File: src/rtl/brick_field.sv
// brick_field: owns the row of six bricks the ball engine bounces off.
// Publishes fixed brick positions and the live presence mask, scans one
// brick per cycle for overlap with the ball, and retires a hit brick
// HIT_DELAY+1 cycles after detection so the ball engine still sees it
// while bouncing. Keeps a saturating score and flags a cleared field.
//
// Ports:
//   clk, rst (async, active-low)     clock / reset
//   start                             level, leaves IDLE when high
//   ball_x, ball_y                    ball top-left corner
//   ball_destroyed                    ball lost, freezes the field
//   brick1_x..brick6_x, brick*_y      constant brick positions
//   bricks_exist                      bit n-1 = brick n present
//   score                             bricks retired, saturating at 255
//   hit_pulse                         one-cycle strobe on retirement
//   all_cleared                       high while the field is cleared
//
// Optional feature: define BRICK_RESPAWN_EN to refill the field after
// RESPAWN_CYCLES cycles in CLEARED; otherwise CLEARED is terminal.
module brick_field #(
`ifdef BRICK_RESPAWN_EN
    parameter int unsigned RESPAWN_CYCLES = 50000000,
`endif
    parameter int unsigned BRICK_X0    = 140,
    parameter int unsigned BRICK_PITCH = 60,
    parameter int unsigned BRICK_Y     = 60,
    parameter int unsigned HIT_DELAY   = 8
) (
    input  logic       clk,
    input  logic       rst,
    input  logic       start,
    input  logic [8:0] ball_x,
    input  logic [8:0] ball_y,
    input  logic       ball_destroyed,
    output logic [8:0] brick1_x,
    output logic [8:0] brick2_x,
    output logic [8:0] brick3_x,
    output logic [8:0] brick4_x,
    output logic [8:0] brick5_x,
    output logic [8:0] brick6_x,
    output logic [8:0] brick1_y,
    output logic [8:0] brick2_y,
    output logic [8:0] brick3_y,
    output logic [8:0] brick4_y,
    output logic [8:0] brick5_y,
    output logic [8:0] brick6_y,
    output logic [5:0] bricks_exist,
    output logic [7:0] score,
    output logic       hit_pulse,
    output logic       all_cleared
);

    localparam int unsigned CW = $clog2(HIT_DELAY + 1);
`ifdef BRICK_RESPAWN_EN
    localparam int unsigned RW = $clog2(RESPAWN_CYCLES + 1);
`endif

    typedef enum logic [2:0] {
        IDLE    = 3'd0,
        SCAN    = 3'd1,
        PEND    = 3'd2,
        RETIRE  = 3'd3,
        CLEARED = 3'd4,
        FROZEN  = 3'd5
    } state_t;

    state_t          state;
    logic [2:0]      idx;
    logic [2:0]      pend_idx;
    logic [CW-1:0]   cnt;
`ifdef BRICK_RESPAWN_EN
    logic [RW-1:0]   rcnt;
`endif

    // Constant brick geometry
    assign brick1_x = 9'(BRICK_X0);
    assign brick2_x = 9'(BRICK_X0 + 1 * BRICK_PITCH);
    assign brick3_x = 9'(BRICK_X0 + 2 * BRICK_PITCH);
    assign brick4_x = 9'(BRICK_X0 + 3 * BRICK_PITCH);
    assign brick5_x = 9'(BRICK_X0 + 4 * BRICK_PITCH);
    assign brick6_x = 9'(BRICK_X0 + 5 * BRICK_PITCH);
    assign brick1_y = 9'(BRICK_Y);
    assign brick2_y = 9'(BRICK_Y);
    assign brick3_y = 9'(BRICK_Y);
    assign brick4_y = 9'(BRICK_Y);
    assign brick5_y = 9'(BRICK_Y);
    assign brick6_y = 9'(BRICK_Y);

    // Overlap test for the brick under the scan pointer, 10-bit so no sum wraps
    logic [9:0] bx;
    logic [9:0] by;
    logic [9:0] bxl;
    logic [9:0] byl;
    logic       hit_c;
    logic [5:0] mask_next_c;

    always_comb begin
        bx    = 10'(BRICK_X0 + 32'(idx) * BRICK_PITCH);
        by    = 10'(BRICK_Y);
        bxl   = {1'b0, ball_x};
        byl   = {1'b0, ball_y};
        hit_c = bricks_exist[idx]
             && (bxl <= bx + 10'd57) && (bxl + 10'd20 >= bx)
             && (byl <= by + 10'd19) && (byl + 10'd20 >= by);
        mask_next_c = bricks_exist & ~(6'd1 << pend_idx);
    end

    // Field state machine with registered outputs
    always_ff @(posedge clk or negedge rst) begin
        if (!rst) begin
            state        <= IDLE;
            idx          <= 3'd0;
            pend_idx     <= 3'd0;
            cnt          <= '0;
            bricks_exist <= 6'b111111;
            score        <= 8'd0;
            hit_pulse    <= 1'b0;
            all_cleared  <= 1'b0;
`ifdef BRICK_RESPAWN_EN
            rcnt         <= '0;
`endif
        end else begin
            hit_pulse <= 1'b0;
            case (state)
                IDLE: begin
                    if (start) begin
                        state <= SCAN;
                        idx   <= 3'd0;
                    end
                end
                SCAN: begin
                    if (hit_c) begin
                        pend_idx <= idx;
                        cnt      <= CW'(HIT_DELAY);
                        state    <= PEND;
                    end else if (ball_destroyed) begin
                        state <= FROZEN;
                    end else begin
                        idx <= (idx == 3'd5) ? 3'd0 : idx + 3'd1;
                    end
                end
                PEND: begin
                    cnt <= cnt - CW'(1);
                    if (cnt == CW'(1)) begin
                        state <= RETIRE;
                    end
                end
                RETIRE: begin
                    bricks_exist <= mask_next_c;
                    hit_pulse    <= 1'b1;
                    if (score != 8'hff) begin
                        score <= score + 8'd1;
                    end
                    if (mask_next_c == 6'd0) begin
                        state       <= CLEARED;
                        all_cleared <= 1'b1;
                    end else begin
                        state <= SCAN;
                        idx   <= (pend_idx == 3'd5) ? 3'd0 : pend_idx + 3'd1;
                    end
                end
                CLEARED: begin
`ifdef BRICK_RESPAWN_EN
                    // Refill after the dwell; the score carries over
                    if (rcnt == RW'(RESPAWN_CYCLES - 1)) begin
                        rcnt         <= '0;
                        bricks_exist <= 6'b111111;
                        all_cleared  <= 1'b0;
                        state        <= SCAN;
                        idx          <= 3'd0;
                    end else begin
                        rcnt <= rcnt + RW'(1);
                    end
`endif
                end
                FROZEN: begin
                end
                default: begin
                    state <= IDLE;
                end
            endcase
        end
    end

endmodule
File: config.mk
export PLATFORM = sky130hd
export DESIGN_NAME = brick_field
export DESIGN_NICKNAME = d
export VERILOG_FILES = /design/src/rtl/brick_field.sv
export SDC_FILE = /design/constraint.sdc
export NUM_CORES = 1
export LEC_CHECK = 0
export CAP_MARGIN = 40
export CORE_MARGIN = 2
export CORE_UTILIZATION = 41
export DETAILED_ROUTE_END_ITERATION = 10
export GPL_ROUTABILITY_DRIVEN = 0
export PLACE_DENSITY = 0.78
export SLEW_MARGIN = 10
export SYNTH_ARGS = -nofsm -noshare
export SYNTH_HDL_FRONTEND = slang
export SYNTH_SLANG_ARGS = --single-unit
File: constraint.sdc
create_clock -name clk -period 6.3 [get_ports clk]
set_clock_uncertainty 0.05 [all_clocks]
set_input_delay 1.26 -clock clk [delete_from_list [all_inputs] [get_ports clk]]
set_output_delay 1.26 -clock clk [all_outputs]
set_load 0.02 [all_outputs]
==> run metrics <==
clock root cell=clkbuf_8; Register Area=733 sq um; Die Span Y=about 94 um; arrival time worst endpoint=about 5100 ps; fillers=slightly below 800; top cells by area, synth=buf_4 (24%), dfrtp_1 (17%), ha_1 (11%); final hold vios=0; drt drc=0; vias in the first global route=2128; routed via count=around 2300; Final Setup Violations=0; setup TNS=0 ps; EDFF count, synth=0; PD cells=596 mW/mm^2; clk slew on worst S/H paths=approximately 60 ps; cts hold-fix bufs=0; sequential-to-total area share from yosys stat=0.221; non-filler cells, final=approximately 510; Layout Nets=between 400 and 500; worst hold path class=register to register; Synth top cells by count=buf_4 (108), ha_1 (30), dfrtp_1 (23), inv_1 (21), nor2_1 (20); top-count cell post-synth=buf_4; clock sinks=29; Rows=32; share of layout cells above drive strength 1=0.0706; all-layer global routing usage=0.140; I/O Pins=146; Pleak=1.64 nW; Starting Density=0.426; Most used DFF post-synth=dfrtp_1; clock buffer depth=2; post-synth top area share=0.244; CORE AREA=approximately 0.0078 sq mm; # resized after CTS=0; Wirelength per Cell=between 10 and 15 um; Syn Inst Count=376; Unique masters post-synth=61; Startpoint Class=register; Slew Limit Fails=0; largest net degree at the start of global routing=30; CTS Buf Count=5; Req. time, crit path=6420 ps; Multi-input gate area=0.00206 sq mm; Setup Crit Path Kind=register to register; grt total ovfl=0; RSZ-0062 raised after global routing=no; Die ar.=0.00884 sq mm; critical path peak fanout=12; Crit path max-delay family=adder cells; initial antenna violation count=0; CP Buf/Inv Count=1; worst r2r src=idx[0]; CP max stage delay=roughly 680 ps; maximum clock frequency=around 200 MHz; DIE WIDTH=94.0 um; Mean Syn Cell Area=8.84 sq um; worst slew pin tran=around 630 ps; final worst path period share=0.789; Layout area overhead=3.61%; Worst Hold Launch=all_cleared; outcome=finished clean; Slew HR=0.572; Final Routed Wirelength=6150 um; Post-DRT Antenna Nets=0; CP Cell Sequence=fa_1 > ha_1 > inv_1 > fa_1 > nor3b_2 > xor2_1 > a21oi_1 > xor2_1 > ha_1 > a21o_1 > a21oi_1 > o21ai_0 > o2bb2ai_1 > a211oi_4 > nor2_4 > mux2_4; max-cap viol count=0; ys async rst share=1.00; Setup Buffers After CTS=0; CP endpoint kind=register; DRT iter0 DRCs=about 120; Port-buffer cells=34; TritonCTS clock tree=done; Worst-Skew Late Latency=280 ps; # H-tree levels=2; Placed Cells=505; leading area contributor after synthesis=buf_4; Yosys warning total=0; number of antenna diodes=0; number of synthesized register bits=29; DP HPWL=between 4000 and 5000 um; Post-Syn Area=about 0.0033 sq mm; Critical Path Slowest Stage Cell=dfrtp_1; Crit. Startpoint=idx[0]; vias per cell=roughly 4.5; drt first pass iters=4; maximum vdd drop=about 270 uV; first-pass GRT wire length=about 10000 um; fin crit period=about 5000 ps
[cell type report]
cell class | instances | area share
tap | 102 | 0.0371
clock buffer | 8 | 0.0262
inverter | 21 | 0.0229
multi-input combinational | 317 | 0.599
sequential | 29 | 0.213
timing repair buffer | 36 | 0.102
[worst reg2reg max path, delay by kind of cell (launching register included)]
kind	cells	cell delay (ps)
AO/OA/AOI/OAI	6	1120
XOR/XNOR	2	550
adder cells (fa/ha/maj)	4	1530
buffers and inverters	1	70
flip-flops	1	680
multiplexers	1	320
AND/OR/NAND/NOR	2	540
[sequential cells by signal, summed over array words and instances, names as in the netlist]
name / cells
all_cleared: 1
bricks_exist: 6
cnt: 4
hit_pulse: 1
idx: 3
pend_idx: 3
score: 8
state: 3
[power by group]
group / internal [mW] / switching, mW / total (mW) / leakage [nW]
Sequential: 0.226 / 0.0701 / 0.297 / 0.349
Combinational: 0.655 / 0.943 / 1.60 / 1.24
Clock: 0.0889 / 0.0704 / 0.159 / 0.0455
Total: 0.970 / 1.08 / 2.05 / 1.64
[logic make-up (layout without fill, tap and decap cells)]
| logic type | Yosys count | after routing | synth area share |
|---|---|---|---|
| AOI/OAI and AO/OA | 67 | 67 | 0.150 |
| xor gates and xnor gates | 25 | 25 | 0.0659 |
| adders and majority gates | 33 | 33 | 0.131 |
| buffers and inverters | 136 | 65 | 0.279 |
| DFF | 29 | 29 | 0.221 |
| muxes | 9 | 9 | 0.0290 |
| other | 2 | 108 | 0.00226 |
| and+or+nand+nor | 75 | 75 | 0.122 |
[routing by layer]
metal | part of all wire | track usage | vias up
met1 | 0.44 | 0.179 | 1088
li1 | - | - | 1133
met5 | 0 | 0 | -
met3 | 0.070 | 0.0329 | 10
met2 | 0.48 | 0.234 | 99
met4 | 0.015 | 0.0411 | 0
[layout by cell type, fill, tap and decap left out, types with 2 or more instances in the layout]
cell | Yosys | routed
clkdlybuf4s50_1 | 0 | 34
xor2_1 | 9 | 9
conb_1 | 2 | 108
ha_1 | 30 | 30
inv_1 | 21 | 21
o21bai_1 | 4 | 4
nor4_1 | 2 | 2
clkbuf_8 | 0 | 6
clkbuf_1 | 3 | 2
nand4_1 | 4 | 4
nand3_1 | 3 | 3
o31a_1 | 4 | 4
nand3b_1 | 2 | 2
xnor2_1 | 16 | 16
a2111oi_0 | 2 | 2
fa_1 | 3 | 3
nor2b_1 | 6 | 6
a32oi_1 | 2 | 2
nor3_1 | 6 | 6
nor2_1 | 20 | 20
dfrtp_1 | 23 | 23
dfstp_2 | 6 | 6
o31ai_1 | 2 | 2
o21a_1 | 3 | 3
o21ai_1 | 2 | 2
or3b_2 | 3 | 3
mux2i_1 | 7 | 7
nand2b_1 | 3 | 3
nand2_1 | 14 | 14
a21oi_1 | 11 | 11
a31oi_1 | 2 | 2
nor3b_1 | 2 | 2
o2111ai_1 | 3 | 3
and2_1 | 2 | 2
a21o_1 | 3 | 3
o21ai_0 | 15 | 15
[final timing paths]
path | endpoint | slack (ps) | cells after the start
setup / recovery | pend_idx[1] | 1330 | 16
hold / removal | all_cleared | 420 | 1
hold reg to reg | all_cleared | 420 | 1
max in group asynchronous | bricks_exist[1] | 4580 | 2
min in group asynchronous | score[1] | 1310 | 2
setup reg to reg | pend_idx[1] | 1330 | 16
[through the flow]
stage	power, mW	hold WS (ps)	instance area [sq um]	utilization	worst slack (ps)
4_1_cts	2.07	432	3440	0.441	1320
2_1_floorplan	1.64	448	3720	-	1890
5_1_grt	2.31	448	3440	0.441	937
3_5_place_dp	1.90	411	3350	0.430	1310
3_3_place_gp	1.82	405	3350	0.429	1440
6_report	2.05	424	3440	0.441	1330
No activity file was read; power rests on OpenSTA's default activity.
